[src/rtl/seq_alu_pkg.sv]
// -----------------------------------------------------------------------------
// seq_alu_pkg
// Shared constants for the sequential ALU: the ALU2OP_* 5-bit operation
// codes, the control FSM state type, the per-op flag update mask and the
// signed-overflow helpers used by the add/subtract paths.
// -----------------------------------------------------------------------------
package seq_alu_pkg;

  localparam logic [4:0] ALU2OP_PD1 = 5'd0;
  localparam logic [4:0] ALU2OP_PD2 = 5'd1;
  localparam logic [4:0] ALU2OP_ADD = 5'd2;
  localparam logic [4:0] ALU2OP_SUB = 5'd3;
  localparam logic [4:0] ALU2OP_ADC = 5'd4;
  localparam logic [4:0] ALU2OP_SBB = 5'd5;
  localparam logic [4:0] ALU2OP_SAR = 5'd6;
  localparam logic [4:0] ALU2OP_SLR = 5'd7;
  localparam logic [4:0] ALU2OP_SAL = 5'd8;
  localparam logic [4:0] ALU2OP_SLL = 5'd9;
  localparam logic [4:0] ALU2OP_ROL = 5'd10;
  localparam logic [4:0] ALU2OP_ROR = 5'd11;
  localparam logic [4:0] ALU2OP_AND = 5'd12;
  localparam logic [4:0] ALU2OP_OR  = 5'd13;
  localparam logic [4:0] ALU2OP_XOR = 5'd14;
  localparam logic [4:0] ALU2OP_NOT = 5'd15;
  localparam logic [4:0] ALU2OP_MUL = 5'd16;
  localparam logic [4:0] ALU2OP_DIV = 5'd17;

  typedef enum logic {ST_IDLE, ST_BUSY} state_e;

  // Which architectural registers a single-cycle op writes.
  typedef struct packed {
    logic res;  // o_Result (and clears o_ResultHi)
    logic zs;   // Z and S
    logic c;    // carry/borrow
    logic of;   // signed overflow
  } upd_t;

  function automatic logic add_ovf(input logic a_msb, input logic b_msb, input logic r_msb);
    return (a_msb == b_msb) && (r_msb != a_msb);
  endfunction

  function automatic logic sub_ovf(input logic a_msb, input logic b_msb, input logic r_msb);
    return (a_msb != b_msb) && (r_msb != a_msb);
  endfunction

endpackage

[src/rtl/seq_alu_muldiv.sv]
// -----------------------------------------------------------------------------
// seq_alu_muldiv
// WIDTH-step iterative unsigned multiply (shift-add) and restoring divide.
// Operands load on start; one step runs per clock while active; done is high
// during the cycle whose closing edge performs the final step, so res_lo /
// res_hi carry the finished result exactly when done is high.
//   clk, rst         clock, synchronous active-high reset
//   start, is_div    load operands and select divide (1) or multiply (0)
//   op_a, op_b       multiplicand/multiplier or dividend/divisor
//   done             final-step strobe
//   div_mode         operation captured at start
//   res_lo, res_hi   step result: product low/high or quotient/remainder
// -----------------------------------------------------------------------------
module seq_alu_muldiv #(
  parameter int WIDTH = 8
) (
  input  logic             clk,
  input  logic             rst,
  input  logic             start,
  input  logic             is_div,
  input  logic [WIDTH-1:0] op_a,
  input  logic [WIDTH-1:0] op_b,
  output logic             done,
  output logic             div_mode,
  output logic [WIDTH-1:0] res_lo,
  output logic [WIDTH-1:0] res_hi
);

  localparam int CW = $clog2(WIDTH);
  localparam logic [CW-1:0] LAST_STEP = CW'(WIDTH - 1);

  logic             active;
  logic [CW-1:0]    cnt;
  logic [WIDTH-1:0] hi, lo, m;
  logic [WIDTH:0]   mul_sum, div_shift, div_diff;
  logic             div_ge;

  // Multiply: {hi,lo} starts as {0,op_a}; each step conditionally adds the
  // multiplicand into hi and shifts the pair right, carry entering hi MSB.
  // Divide: {hi,lo} starts as {0,dividend}; each step shifts one dividend bit
  // into the partial remainder and keeps the subtraction if it did not borrow.
  always_comb begin
    mul_sum   = {1'b0, hi} + (lo[0] ? {1'b0, m} : '0);
    div_shift = {hi, lo[WIDTH-1]};
    div_diff  = div_shift - {1'b0, m};
    div_ge    = ~div_diff[WIDTH];
    if (div_mode) begin
      res_hi = div_ge ? div_diff[WIDTH-1:0] : div_shift[WIDTH-1:0];
      res_lo = {lo[WIDTH-2:0], div_ge};
    end else begin
      res_hi = mul_sum[WIDTH:1];
      res_lo = {mul_sum[0], lo[WIDTH-1:1]};
    end
  end

  assign done = active && (cnt == '0);

  // NOTE: clocked state uses non-blocking assignments so every flop samples
  // pre-edge values regardless of block evaluation order.
  always_ff @(posedge clk) begin
    if (rst) begin
      active <= 1'b0;
      cnt    <= '0;
    end else if (start) begin
      active <= 1'b1;
      cnt    <= LAST_STEP;
    end else if (active) begin
      cnt <= cnt - CW'(1);
      if (cnt == '0) active <= 1'b0;
    end
  end

  // NOTE: datapath registers are deliberately left out of reset; they are
  // always loaded on start before being observed, which keeps reset fan-out
  // to the control flops only.
  always_ff @(posedge clk) begin
    if (start) begin
      hi       <= '0;
      lo       <= op_a;
      m        <= op_b;
      div_mode <= is_div;
    end else if (active) begin
      hi <= res_hi;
      lo <= res_lo;
    end
  end

endmodule

[src/rtl/seq_alu.sv]
// -----------------------------------------------------------------------------
// seq_alu
// Multi-cycle ALU with valid/ready issue, carry chaining (ADC/SBB), shifts,
// rotates, logic ops and iterative unsigned MUL/DIV with a double-width result.
//   i_CLK, i_RST              clock, synchronous active-high reset
//   i_Valid / o_Ready         request handshake (accept on i_Valid && o_Ready)
//   i_ALUOp                   ALU2OP_* code
//   i_Data1, i_Data2          operands
//   o_Valid                   one-cycle result strobe
//   o_Result, o_ResultHi      result / MUL high half or DIV remainder
//   o_Z, o_S, o_C, o_OF       flag register
//   o_DivZero                 pulses with o_Valid for a divide by zero
// -----------------------------------------------------------------------------
module seq_alu
  import seq_alu_pkg::*;
#(
  parameter int WIDTH = 8
) (
  input  logic             i_CLK,
  input  logic             i_RST,
  input  logic             i_Valid,
  output logic             o_Ready,
  input  logic [4:0]       i_ALUOp,
  input  logic [WIDTH-1:0] i_Data1,
  input  logic [WIDTH-1:0] i_Data2,
  output logic             o_Valid,
  output logic [WIDTH-1:0] o_Result,
  output logic [WIDTH-1:0] o_ResultHi,
  output logic             o_Z,
  output logic             o_S,
  output logic             o_C,
  output logic             o_OF,
  output logic             o_DivZero
);

  localparam int SW = $clog2(WIDTH);
  localparam logic [WIDTH-1:0] W_VAL = WIDTH'(WIDTH);

  state_e           state;
  logic             div_zero, md_start, md_done, md_div, carry_in, is_shift;
  logic [WIDTH-1:0] md_lo, md_hi, alu_res, rot_amt, rol_res, ror_res;
  logic [WIDTH:0]   add_w, sub_w, shl_w, shr_w, sar_w;
  logic [SW-1:0]    sh_amt;
  logic             sh_big, sh_zero, rot_zero, alu_c, alu_of;
  upd_t             upd;

  assign div_zero = (i_ALUOp == ALU2OP_DIV) && (i_Data2 == '0);
  assign md_start = (state == ST_IDLE) && i_Valid &&
                    ((i_ALUOp == ALU2OP_MUL) || ((i_ALUOp == ALU2OP_DIV) && !div_zero));
  assign carry_in = ((i_ALUOp == ALU2OP_ADC) || (i_ALUOp == ALU2OP_SBB)) && o_C;
  assign is_shift = (i_ALUOp >= ALU2OP_SAR) && (i_ALUOp <= ALU2OP_ROR);

  // Shift amounts below WIDTH fit in sh_amt exactly; sh_big covers the rest.
  // The extra bit on each shift vector catches the last bit shifted out.
  assign sh_amt   = i_Data2[SW-1:0];
  assign sh_big   = (i_Data2 >= W_VAL);
  assign sh_zero  = (i_Data2 == '0);
  assign rot_amt  = i_Data2 % W_VAL;
  assign rot_zero = (rot_amt == '0);
  assign add_w    = {1'b0, i_Data1} + {1'b0, i_Data2} + (WIDTH+1)'(carry_in);
  assign sub_w    = {1'b0, i_Data1} - {1'b0, i_Data2} - (WIDTH+1)'(carry_in);
  assign shl_w    = {1'b0, i_Data1} << sh_amt;
  assign shr_w    = {i_Data1, 1'b0} >> sh_amt;
  assign sar_w    = $signed({i_Data1, 1'b0}) >>> sh_amt;
  assign rol_res  = (i_Data1 << rot_amt) | (i_Data1 >> (W_VAL - rot_amt));
  assign ror_res  = (i_Data1 >> rot_amt) | (i_Data1 << (W_VAL - rot_amt));

  // NOTE: every output of this block gets a default first, so no path through
  // the case statement leaves a value unassigned and no latch is inferred.
  always_comb begin
    alu_res = i_Data1;
    alu_c   = o_C;
    alu_of  = o_OF;
    upd     = '0;
    unique case (i_ALUOp)
      ALU2OP_PD1: upd.res = 1'b1;
      ALU2OP_PD2: begin alu_res = i_Data2; upd.res = 1'b1; end
      ALU2OP_NOT: begin alu_res = ~i_Data1; upd.res = 1'b1; end
      ALU2OP_ADD, ALU2OP_ADC: begin
        alu_res = add_w[WIDTH-1:0];
        alu_c   = add_w[WIDTH];
        alu_of  = add_ovf(i_Data1[WIDTH-1], i_Data2[WIDTH-1], alu_res[WIDTH-1]);
        upd     = '1;
      end
      ALU2OP_SUB, ALU2OP_SBB: begin
        alu_res = sub_w[WIDTH-1:0];
        alu_c   = sub_w[WIDTH];
        alu_of  = sub_ovf(i_Data1[WIDTH-1], i_Data2[WIDTH-1], alu_res[WIDTH-1]);
        upd     = '1;
      end
      ALU2OP_SAR: begin
        if (sh_big) begin
          alu_res = {WIDTH{i_Data1[WIDTH-1]}};
          alu_c   = i_Data1[WIDTH-1];
        end else if (!sh_zero) begin
          alu_res = sar_w[WIDTH:1];
          alu_c   = sar_w[0];
        end
        upd = '{res: 1'b1, zs: 1'b1, c: !sh_zero, of: 1'b1};
      end
      ALU2OP_SLR: begin
        if (sh_big) begin
          alu_res = '0;
          alu_c   = 1'b0;
        end else if (!sh_zero) begin
          alu_res = shr_w[WIDTH:1];
          alu_c   = shr_w[0];
        end
        upd = '{res: 1'b1, zs: 1'b1, c: !sh_zero, of: 1'b1};
      end
      ALU2OP_SAL, ALU2OP_SLL: begin
        if (sh_big) begin
          alu_res = '0;
          alu_c   = 1'b0;
        end else if (!sh_zero) begin
          alu_res = shl_w[WIDTH-1:0];
          alu_c   = shl_w[WIDTH];
        end
        upd = '{res: 1'b1, zs: 1'b1, c: !sh_zero, of: 1'b1};
      end
      ALU2OP_ROL: begin
        if (!rot_zero) alu_res = rol_res;
        alu_c = alu_res[0];
        upd   = '{res: 1'b1, zs: 1'b1, c: !rot_zero, of: 1'b1};
      end
      ALU2OP_ROR: begin
        if (!rot_zero) alu_res = ror_res;
        alu_c = alu_res[WIDTH-1];
        upd   = '{res: 1'b1, zs: 1'b1, c: !rot_zero, of: 1'b1};
      end
      ALU2OP_AND, ALU2OP_OR, ALU2OP_XOR: begin
        if (i_ALUOp == ALU2OP_AND)     alu_res = i_Data1 & i_Data2;
        else if (i_ALUOp == ALU2OP_OR) alu_res = i_Data1 | i_Data2;
        else                           alu_res = i_Data1 ^ i_Data2;
        alu_c  = 1'b0;
        alu_of = 1'b0;
        upd    = '1;
      end
      default: ;  // MUL/DIV go to the iterative unit; 18-31 change nothing
    endcase
    if (is_shift) alu_of = alu_res[WIDTH-1] ^ i_Data1[WIDTH-1];
  end

  seq_alu_muldiv #(.WIDTH(WIDTH)) u_muldiv (
    .clk      (i_CLK),
    .rst      (i_RST),
    .start    (md_start),
    .is_div   (i_ALUOp == ALU2OP_DIV),
    .op_a     (i_Data1),
    .op_b     (i_Data2),
    .done     (md_done),
    .div_mode (md_div),
    .res_lo   (md_lo),
    .res_hi   (md_hi)
  );

  always_ff @(posedge i_CLK) begin
    if (i_RST) begin
      state      <= ST_IDLE;
      o_Ready    <= 1'b1;
      o_Valid    <= 1'b0;
      o_Result   <= '0;
      o_ResultHi <= '0;
      o_Z        <= 1'b0;
      o_S        <= 1'b0;
      o_C        <= 1'b0;
      o_OF       <= 1'b0;
      o_DivZero  <= 1'b0;
    end else begin
      o_Valid   <= 1'b0;
      o_DivZero <= 1'b0;
      unique case (state)
        ST_IDLE: begin
          if (md_start) begin
            state   <= ST_BUSY;
            o_Ready <= 1'b0;
          end else if (i_Valid) begin
            o_Valid <= 1'b1;
            if (div_zero) begin
              // Divide by zero finishes immediately with a saturated quotient.
              o_Result   <= '1;
              o_ResultHi <= i_Data1;
              o_DivZero  <= 1'b1;
              o_Z        <= 1'b0;
              o_S        <= 1'b1;
              o_C        <= 1'b0;
              o_OF       <= 1'b1;
            end else begin
              if (upd.res) begin
                o_Result   <= alu_res;
                o_ResultHi <= '0;
              end
              if (upd.zs) begin
                o_Z <= (alu_res == '0);
                o_S <= alu_res[WIDTH-1];
              end
              if (upd.c)  o_C  <= alu_c;
              if (upd.of) o_OF <= alu_of;
            end
          end
        end
        ST_BUSY: begin
          if (md_done) begin
            state      <= ST_IDLE;
            o_Ready    <= 1'b1;
            o_Valid    <= 1'b1;
            o_Result   <= md_lo;
            o_ResultHi <= md_hi;
            // MUL flags describe the full double-width product.
            o_Z  <= md_div ? (md_lo == '0) : ({md_hi, md_lo} == '0);
            o_S  <= md_div ? md_lo[WIDTH-1] : md_hi[WIDTH-1];
            o_C  <= !md_div && (md_hi != '0);
            o_OF <= !md_div && (md_hi != '0);
          end
        end
        default: state <= ST_IDLE;
      endcase
    end
  end

endmodule

[config.mk]
export PLATFORM = sky130hd
export DESIGN_NAME = seq_alu
export DESIGN_NICKNAME = d
export VERILOG_FILES = /design/src/rtl/seq_alu_pkg.sv /design/src/rtl/seq_alu_muldiv.sv /design/src/rtl/seq_alu.sv
export SDC_FILE = /design/constraint.sdc
export NUM_CORES = 1
export LEC_CHECK = 0
export ABC_AREA = 1
export ABC_CLOCK_PERIOD_IN_PS = 6110
export CAP_MARGIN = 20
export CORE_ASPECT_RATIO = 1.2
export CORE_UTILIZATION = 60
export CTS_BUF_LIST = sky130_fd_sc_hd__clkbuf_8
export DETAILED_ROUTE_END_ITERATION = 10
export GPL_TIMING_DRIVEN = 0
export HOLD_SLACK_MARGIN = 0.02
export PLACE_DENSITY_LB_ADDON = 0.12
export SLEW_MARGIN = 20
export SYNTH_ARGS = -nofsm -noshare
export SYNTH_HDL_FRONTEND = slang
export SYNTH_SLANG_ARGS = --single-unit
[constraint.sdc]
create_clock -name i_CLK -period 6.11 [get_ports i_CLK]
set_input_delay 1.5275 -clock i_CLK [delete_from_list [all_inputs] [get_ports i_CLK]]
set_output_delay 1.5275 -clock i_CLK [all_outputs]
set_load 0.005 [all_outputs]
# Word-level counts from Yosys, hierarchy flattened
# Cells that the tools add are included.
classes:
  n_addsub: 8
  magnitude_cmp: 3
  n_eq_ne: 34
  shift: 7
  mux: 81
  bitwise_logic: 10
  n_reduce_logical: 39
ops:
  columns: ["operator", "count"]
  rows:
  - ["$mux 8", 26]
  - ["$pmux 8 s10", 1]
  - ["$eq 5x4->1 const B", 8]
  - ["$mux 1", 40]
  - ["$logic_not 8->1", 4]
  - ["$pmux 8 s2", 2]
  - ["$or 8x8->8", 3]
  - ["$eq 5x3->1 const B", 4]
  - ["$logic_not 16->1", 1]
  - ["$reduce_or 16->1", 1]
  - ["$ne 5x5->1 const B", 3]
  - ["$pmux 1 s2", 7]
  - ["$ne 3x3->1 const B", 4]
  - ["$eq 5x2->1 const B", 2]
  - ["$eq 5x5->1 const B", 2]
  - ["$logic_and 1x1->1", 10]
  - ["$ne 10x2->1 const B", 1]
  - ["$add 8x8->9", 1]
  - ["$add 8x9->9", 1]
  - ["$add 9x1->9", 1]
  - ["$pmux 3 s3", 1]
  - ["$shl 8x3->9", 1]
  - ["$shr 9x3->9", 1]
  - ["$sshr 9x3->9", 1]
  - ["other kinds (40)", 56]
totals:
  regBits: 53

# Depth between registers and ports, before layout
# Gate-level depths: netlist (run 1).
depth:
  word_depth: 13
  ltp_mapped: 26
  depth_no_buf: 26

# Hierarchy
# A second synthesis (run 1) with hierarchy kept.
hier_totals:
  cells_unflattened: 1190
  area_unflattened_um2: 6834.1
modules_own_cells:
  columns: ["mod", "instances", "cells_per_inst", "area_each_um2", "seq_area_each_um2"]
  rows:
  - ["seq_alu", 1, 867, 4588.2, 480.5]
  - ["seq_alu_muldiv", 1, 323, 2245.9, 750.7]

# Least setup slack after synthesis (run 1)
# Ideal clock, no wire load.
synth_timing:
  path_kind: "input-to-reg"
  startpoint: "in i_ALUOp[2]"
  endpoint: "reg o_Z"
  arrival_time_ns: 4.008
  slack_ns: 2.047
  path_stages: 21
  path_buffers: 0
  cell_sequence: "inv_1 -> nor2_2 -> nand2_1 -> nor2_1 -> nand2_1 -> inv_1 -> fa_1 -> ha_1 -> or2_2 -> nand4_1 -> nand2_1 -> or2_2 -> nand3_1 -> nand2_1 -> nor2_1 -> nand4_1 -> nor2_1 -> nand3_1 -> nand3_1 -> nand2_1 -> inv_1"
synth_via:
  elab_chain_cells: 11
synth_lines:
  columns: ["item", "line_no", "rtl"]
  rows:
  - ["start, declared", "seq_alu.sv:23", "input logic [4:0] i_ALUOp,"]
  - ["$eq 5x3->1", "seq_alu.sv:50, seq_alu.sv:75", null]
  - ["$logic_or 1x1->1", "seq_alu.sv:50", "assign carry_in = ((i_ALUOp == ALU2OP_ADC) || (i_ALUOp == ALU2OP_SBB)) && o_C;"]
  - ["$logic_and 1x1->1", "seq_alu.sv:50", null]
  - ["$sub 9x1->9 or $add 9x1->9 (tied branches)", "seq_alu.sv:61, seq_alu.sv:60", null]
  - ["$pmux 8 s10", "seq_alu.sv:75", "unique case (i_ALUOp)"]
  - ["$logic_not 8->1", "seq_alu.sv:194", "o_Z <= (alu_res == '0);"]
  - ["$mux 1", "seq_alu.sv:193", "if (upd.zs) begin"]
  - ["$mux 1", "seq_alu.sv:179", "if (div_zero) begin"]
  - ["$mux 1", "seq_alu.sv:177", "end else if (i_Valid) begin"]
  - ["$mux 1", "seq_alu.sv:174", "if (md_start) begin"]
  - ["$pmux 1 s2", "seq_alu.sv:172", "unique case (state)"]
  - ["end signal, assigned", "seq_alu.sv:194", null]
  - ["end signal, assigned", "seq_alu.sv:210", "o_Z <= md_div ? (md_lo == '0) : ({md_hi, md_lo} == '0);"]
  - ["end, declared", "seq_alu.sv:29", "output logic o_Z,"]
# Parallel ways exist; a longest one is shown, timed or not. The select of a mux whose other input is x is not followed.
# A chain may end at the register's enable or synchronous reset.

# Worst setup path in the final report (run 1)
layout_timing:
  startpoint: "in i_ALUOp[4]"
  endpoint: "reg o_Z"
# Same word-level chain as after synthesis.

==> metrics.md, run 1 <==
| Metric | Value |
|---|---|
| CP Launch Type | `input port` |
| Synth warnings | `0` |
| Grt ovf | `0` |
| Synthesized area per cell | `5.83 um2` |
| Die area | `0.0119 mm2` |
| Min cycle time layout | `between 5000 and 6000 ps` |
| GR Util All Layers | `0.411` |
| Ant diodes | `0` |
| Req. time, crit path | `6390 ps` |
| Pin count of the biggest net entering global routing | `17` |
| Post-synth top area share | `0.215` |
| Post-synth net total | `~1300` |
| DR WL/cell | `roughly 17 um` |
| Nets | `1310` |
| CP most frequent cell | `nand2_1` |
| Number of setup buffers added after CTS | `0` |
| CTS tree | `yes` |
| Clock Skews | `around 17 ps` |
| Logic pwr share | `0.476` |
| EDFF count, synth | `17` |
| Number of routed nets with antenna violations | `0` |
| Gate Count Post-Synth | `1178` |
| Post-Synthesis Cell Area | `0.00687 mm2` |
| Die Width | `99.7 um` |
| RSZ-0062 raised after global routing | `no` |
| First-pass GRT wire length | `38.0 mm` |
| Clock Power Share | `0.177` |
| Core area | `0.0111 mm2` |
| Initial DRC Count | `640` |
| Fmax achieved | `about 0.20 GHz` |
| Layout cells sized above 1 | `0.0650` |
| Min-delay worst type | `reg2reg` |
| Vias in the first global route | `7657` |
| Crit Path Max Fanout | `10` |
| Setup TNS | `0 ps` |
| Post_cts resized | `0` |
| VDD IR max | `about 0.095 mV` |
| Fin. max-slew vios | `0` |
| Vias per std cell | `5.86` |
| Part of the power in registers | `0.348` |
| Sw frac | `0.430` |
| Starting Density | `0.620` |
| Slew HR | `0.516` |
| Sink Count | `53` |
| P_int | `0.655 mW` |
| Layout overhead on the synthesized area | `10.5%` |
| Clk root buf | `clkbuf_8` |
| Final setup vio count | `0` |
| Crit-path max cell delay | `740 ps` |
| H-Tree Depth | `2` |
| Max-cap violations | `0` |
| Sequential share of the synthesized area | `0.179` |
| Top_reg_cell synth | `dfxtp_1` |
| Vias after detailed routing | `8110` |
| Part of the cycle the worst path needs | `0.827` |
| Synth cell types | `51` |
| HPWL Detailed | `about 19 mm` |
| Status | `completed` |
| WL final | `23.7 mm` |
| Clock-pin slew on the worst setup and hold paths | `90 ps` |
| P_leak | `approximately 4 nW` |
| Io pins | `47` |
| Worst Tran Pin Value | `726 ps` |
| Drt pass-1 iters | `7` |
| Initial antenna violation count | `0` |
| Post-CTS Hold Fix Bufs | `0` |
| Endpoint class of the critical path | `flip-flop` |
| CTS Buf Count | `5` |
| I/O Buffers | `44` |
| Die height | `119 um` |
| Synthesized flop and latch total | `53` |
| # fillers | `approximately 1100` |
| Final Total Pwr | `1.15 mW` |
| Setup CP Type | `in2reg` |
| DRC violations left | `0` |
| Clk_lat worst skew | `330 ps` |
| Synth area leader | `nand2_1` |
| Post-synthesis async set-or-reset flop share | `0` |
| Crit-path cells | `clkdlybuf4s50_1 -> inv_2 -> buf_6 -> nand2_1 -> nor2_1 -> nand2_1 -> inv_1 -> fa_1 -> inv_1 -> ha_1 -> or2_2 -> nand4_1 -> nand2_1 -> or2_2 -> nand3_1 -> nand2_1 -> nor2_1 -> nand4_1 -> nor2_1 -> nand3_1 -> nand3_1 -> nand2_1 -> inv_1` |
| Fin. Hold Viols | `0` |
| Crit-path slowest cell | `clkdlybuf4s50_1` |
| NetSw | `0.494 mW` |
| Crit path DAT | `5330 ps` |
| Row cnt | `42` |
| Max Root-Sink Buffers | `2` |
| GP Congestion | `1.09` |
| Reg2Reg Setup Slack | `approximately 3000 ps` |
| Main area contributors after synthesis | `nand2_1, nand3_1, dfxtp_1` |
| PD cells | `151 mW/mm2` |
cells in the mapped netlist (3+ instances only):
cell type    n
o21ai_1     19
nand3_2      4
inv_1      130
fa_1         6
clkinv_1     3
ha_1        51
nor2_2       8
buf_2       11
o21bai_1     3
o22ai_1     11
xnor2_1      4
a21oi_1     57
nand3_1    145
nand2_2      6
nor2_4       3
dfxtp_1     36
nand2_1    393
buf_4        5
o21ai_0     54
a21oi_2      3
o211ai_1     6
or2_2        7
clkbuf_1    16
nand3b_1     8
nand4_1     20
xor2_1       4
edfxtp_1    17
nor2_1      91
nor3_1       5
inv_2       11
a31oi_1     15
stage by stage:
stage | area [um2] | utilization | setup WS (ps) | hold WS (ps) | cells
after global placement | 7510 | 0.677 | 760 | 444 | 1376
after CTS | 7590 | 0.685 | 1080 | 471 | 1384
final | 7590 | 0.685 | 1060 | 471 | 1384
after floorplan | 6870 | - | 2050 | 439 | 1178
after detailed placement | 7510 | 0.677 | 751 | 448 | 1376
after global routing | 7590 | 0.685 | 783 | 510 | 1384
cell families after synthesis:
logic type / after synthesis / synth area share
simple gates: 698 / 0.444
buf+inv: 183 / 0.108
flops: 53 / 0.179
compound gates: 179 / 0.148
xor+xnor: 8 / 0.0102
fa+ha+maj: 57 / 0.110
layout make-up:
class                   count  area (um2)  area share
clock inverters             3        17.5     0.00231
inverters                 146         553      0.0728
clock buffers               5        68.8     0.00906
plain buffers              37         188      0.0247
repair buffers             44         440      0.0580
flip-flops and latches     53        1230       0.162
multi-input cells         942        4900       0.646
well taps                 154         193      0.0254
sequential cells by signal (all words and copies together) (netlist names), 3 cells and up:
| signal | cells |
|---|---|
| u_muldiv.cnt | 3 |
| u_muldiv.lo | 8 |
| o_ResultHi | 8 |
| u_muldiv.m | 8 |
| u_muldiv.hi | 8 |
| o_Result | 8 |
worst max-delay path, delay by kind of cell:
kind	cells	cell delay, ps
buf+inv	6	1160
simple gates	15	1910
fa+ha+maj	2	710
worst paths after layout:
| path | cells after the start | start | to |
|---|---|---|---|
| max | 23 | i_ALUOp[4] | o_Z |
| min | 2 | o_Ready | o_Ready |
| max reg2reg | 16 | u_muldiv.m[0] | o_OF |
| min reg2reg | 2 | o_Ready | o_Ready |
placed cells by master (no fill, tap or decap), drive strengths merged, types with 7 or more instances in the layout:
cell           netlist  final
clkbuf              17     22
or2                  7      7
nand4               21     21
clkdlybuf4s50        0     44
a31oi               15     15
nand3b               8      8
dfxtp               36     36
o211ai               7      7
ha                  51     51
a21oi               60     60
buf                 20     20
o22ai               11     11
nand2              401    401
o21ai               75     75
nor2               103    103
edfxtp              17     17
nand3              150    150
inv                143    145
power groups by stage:
stage	logic (mW)	registers (mW)	clock network, mW
after detailed placement	0.531	0.407	0
after global routing	0.608	0.401	0.215
after floorplan	0.367	0.403	0
final	0.546	0.399	0.203
after CTS	0.534	0.399	0.201
after global placement	0.524	0.407	0
routing by layer:
layer / GRT usage / up-vias / wire [um]
met1: 0.472 / 3541 / 8820
met2: 0.685 / 467 / 11000
li1: - / 3965 / -
met5: 0 / - / 0
met3: 0.0710 / 137 / 2100
met4: 0.289 / 0 / 1800
Power figures use the tool's default switching activity.
==> run 2: changes to the inputs <==
--- a/config.mk
+++ b/config.mk
@@ -6,10 +6,10 @@
 export NUM_CORES = 1
 export LEC_CHECK = 0
 export ABC_AREA = 1
-export ABC_CLOCK_PERIOD_IN_PS = 6110
+export ABC_CLOCK_PERIOD_IN_PS = 4500
 export CAP_MARGIN = 20
 export CORE_ASPECT_RATIO = 1.2
-export CORE_UTILIZATION = 60
+export CORE_UTILIZATION = 56
 export CTS_BUF_LIST = sky130_fd_sc_hd__clkbuf_8
 export DETAILED_ROUTE_END_ITERATION = 10
 export GPL_TIMING_DRIVEN = 0
==> constraint.sdc (replaced) <==
create_clock -name i_CLK -period 4.5 [get_ports i_CLK]
set_input_delay 1.125 -clock i_CLK [delete_from_list [all_inputs] [get_ports i_CLK]]
set_output_delay 1.125 -clock i_CLK [all_outputs]
set_load 0.005 [all_outputs]
==> metrics.md, run 2 (synthesis gave the netlist of run 1 again) <==
| Metric | Value |
|---|---|
| Reg2Reg Setup Slack | `1430 ps (-1570 ps)` |
| Clock Power Share | `0.176 (about the same)` |
| Initial DRC Count | `688 (+7.5%)` |
| Design Area, Final | `0.00762 mm2 (+0.31%)` |
| Met1 Track Usage GR | `0.457 (-0.0157)` |
| Crit Path Max Fanout | `13 (+3)` |
| CP most frequent cell | `nand3_1` |
| CP startpoint | `i_Data2[0]` |
| Crit-path cells | `clkdlybuf4s50_1 -> inv_1 -> buf_2 -> fa_1 -> fa_1 -> nand3_1 -> nand3b_1 -> nand3_1 -> nand2_1 -> nor3_2 -> nand3_1 -> nand2_1 -> nand3_1 -> nor2_1 -> nand3_1 -> nand3_1 -> nand2_1 -> inv_1` |
| Number of routed nets with antenna violations | `0 (unchanged)` |
| Part of the cycle the worst path needs | `0.945` |
| DRC violations left | `0 (unchanged)` |
| Die Width | `103 um (+3.4%)` |
| H-Tree Depth | `2 (unchanged)` |
| Vias per std cell | `5.84 (-0.36%)` |
| Placed inst area | `0.00751 mm2 (about the same)` |
| RSZ-0062 raised after global routing | `no` |
| Core area | `0.0118 mm2 (+6.3%)` |
| Die height | `123 um (+3.5%)` |
| Layout overhead on the synthesized area | `10.8%` |
| Crit Reg-Reg Startpoint | `o_C` |
| Die area | `0.0127 mm2 (+7.0%)` |
| Crit-path max cell delay | `640 ps (-100 ps)` |
| Sw frac | `0.429 (-0.00100)` |
| Pin count of the biggest net entering global routing | `17 (unchanged)` |
| Max Root-Sink Buffers | `2 (unchanged)` |
| Setup CP Type | `in2reg` |
| PD cells | `204 mW/mm2 (+35%)` |
| Fin. Hold Viols | `0 (unchanged)` |
| Clock Skews | `17.3 ps (+0.496 ps)` |
| Fmax achieved | `about 0.24 GHz` |
| Clock-pin slew on the worst setup and hold paths | `100 ps (about the same)` |
| Vias after detailed routing | `8098 (-0.15%)` |
| Crit-path slowest cell | `clkdlybuf4s50_1` |
| Met3 Use GR | `0.0627 (-0.00826)` |
| Sink Count | `53 (unchanged)` |
| # fillers | `1186 (+6.4%)` |
| Clk root buf | `clkbuf_8` |
| Slew HR | `0.541 (+0.0250)` |
| Logic pwr share | `0.476 (about the same)` |
| Layout cells sized above 1 | `0.0675 (+0.00244)` |
| Status | `completed` |
| Dpl ws | `-465 ps (-1220 ps)` |
| WL final | `23.9 mm (+0.75%)` |
| NetSw | `0.668 mW (+35%)` |
| Crit path DAT | `4530 ps (-800 ps)` |
| Min cycle time layout | `~4300 ps` |
| Max-cap violations | `0 (unchanged)` |
| Grt ovf | `0 (unchanged)` |
| Vias in the first global route | `7345 (-4.1%)` |
| CTS tree | `yes` |
| Most common cell after layout, fill and taps aside | `nand2_1` |
| Worst Tran Pin Value | `686 ps (-39.2 ps)` |
| Met2 usage | `0.638 (-0.0474)` |
| Fin. max-slew vios | `0 (unchanged)` |
| Io pins | `47 (unchanged)` |
| Endpoint class of the critical path | `flip-flop` |
| Drt pass-1 iters | `5 (-2)` |
| DR WL/cell | `17.2 um (+0.53%)` |
| Nets | `1310 (unchanged)` |
| Row cnt | `43 (+2.4%)` |
| Final setup vio count | `0 (unchanged)` |
| Starting Density | `0.583 (-0.0365)` |
| P_int | `0.888 mW (+36%)` |
| HPWL Detailed | `19.2 mm (+1.0%)` |
| Part of the power in registers | `0.349 (about the same)` |
| Ant diodes | `0 (unchanged)` |
| CTS Buf Count | `5 (unchanged)` |
| First-pass GRT wire length | `37.1 mm (-2.2%)` |
| Initial antenna violation count | `0 (unchanged)` |
| Hold Startpoint | `u_muldiv.cnt[0]` |
| I/O Buffers | `44 (unchanged)` |
| P_leak | `4.04 nW (+1.6%)` |
| Final WS setup | `248 ps (-807 ps)` |
| GR Util All Layers | `0.390 (-0.0214)` |
| VDD IR max | `0.162 mV (+70%)` |
| GRT Max-Usage Layer | `met2` |
| Req. time, crit path | `4780 ps (-1610 ps)` |
| GP Congestion | `1.08 (-0.77%)` |
| CP Launch Type | `input port` |
| Clk_lat worst skew | `330 ps (about the same)` |
| Most frequent cells in the layout | `nand2_1, nand3_1, inv_1` |
| Min-delay worst type | `reg2reg` |
[run 2: changes by cell type in the layout (fill, tap and decap cells not counted), sizes merged]
cell / change
clkbuf: +1
dlymetal6s2s: +6
clkdlybuf4s50: -7
[run 2: final timing paths]
check | end | cells past startpoint
max | o_Z | 18
min | u_muldiv.cnt[0] | 1
min reg2reg | u_muldiv.cnt[0] | 1
max reg2reg | o_Z | 18
[run 2: layout make-up]
type / count / area (um2) / share of cell area
tap: 157 / 196 / 0.0258
clock inverter: 3 / 17.5 / 0.00230
timing repair buffer: 45 / 458 / 0.0601
inverter: 146 / 553 / 0.0726
multi-input combinational: 942 / 4910 / 0.644
clock buffer: 5 / 68.8 / 0.00904
buffer: 36 / 185 / 0.0243
sequential: 53 / 1230 / 0.162
[run 2: worst max-delay path, delay by kind of cell]
family	cells	cell delay [ps]
fa+ha+maj	2	930
simple gates	12	1470
buf+inv	4	1000
[run 2: timing repair]
item                                    in CTS  in global routing
pin swaps                                    0                  1
hold buffers                                 0                  0
endpoints found under the setup margin       3                 17
buffers inserted                             0                  1
resized for setup                            2                 10
[run 2: through the flow]
stage	utilization	cells	TNS (ps)	hold WS [ps]	power (mW)
floorplan	-	1178	0	439	1.05
global placement	0.637	1379	-4020	441	1.27
detailed placement	0.637	1379	-3760	473	1.27
CTS	0.645	1387	0	489	1.54
global route	0.646	1387	0	513	1.66
finish	0.646	1387	0	487	1.56
[run 2: routing by layer]
metal / wire (um) / part of all wire
met5: 0 / 0
met4: 1810 / 0.076
met3: 1890 / 0.079
met2: 11000 / 0.46
met1: 9220 / 0.39
[run 2: power by group through the flow]
stage / clock, mW / sequential [mW] / combinational (mW)
6_report: 0.273 / 0.542 / 0.740
5_1_grt: 0.289 / 0.546 / 0.828
4_1_cts: 0.273 / 0.542 / 0.722
3_5_place_dp: 0 / 0.554 / 0.719
3_3_place_gp: 0 / 0.553 / 0.715
2_1_floorplan: 0 / 0.547 / 0.498
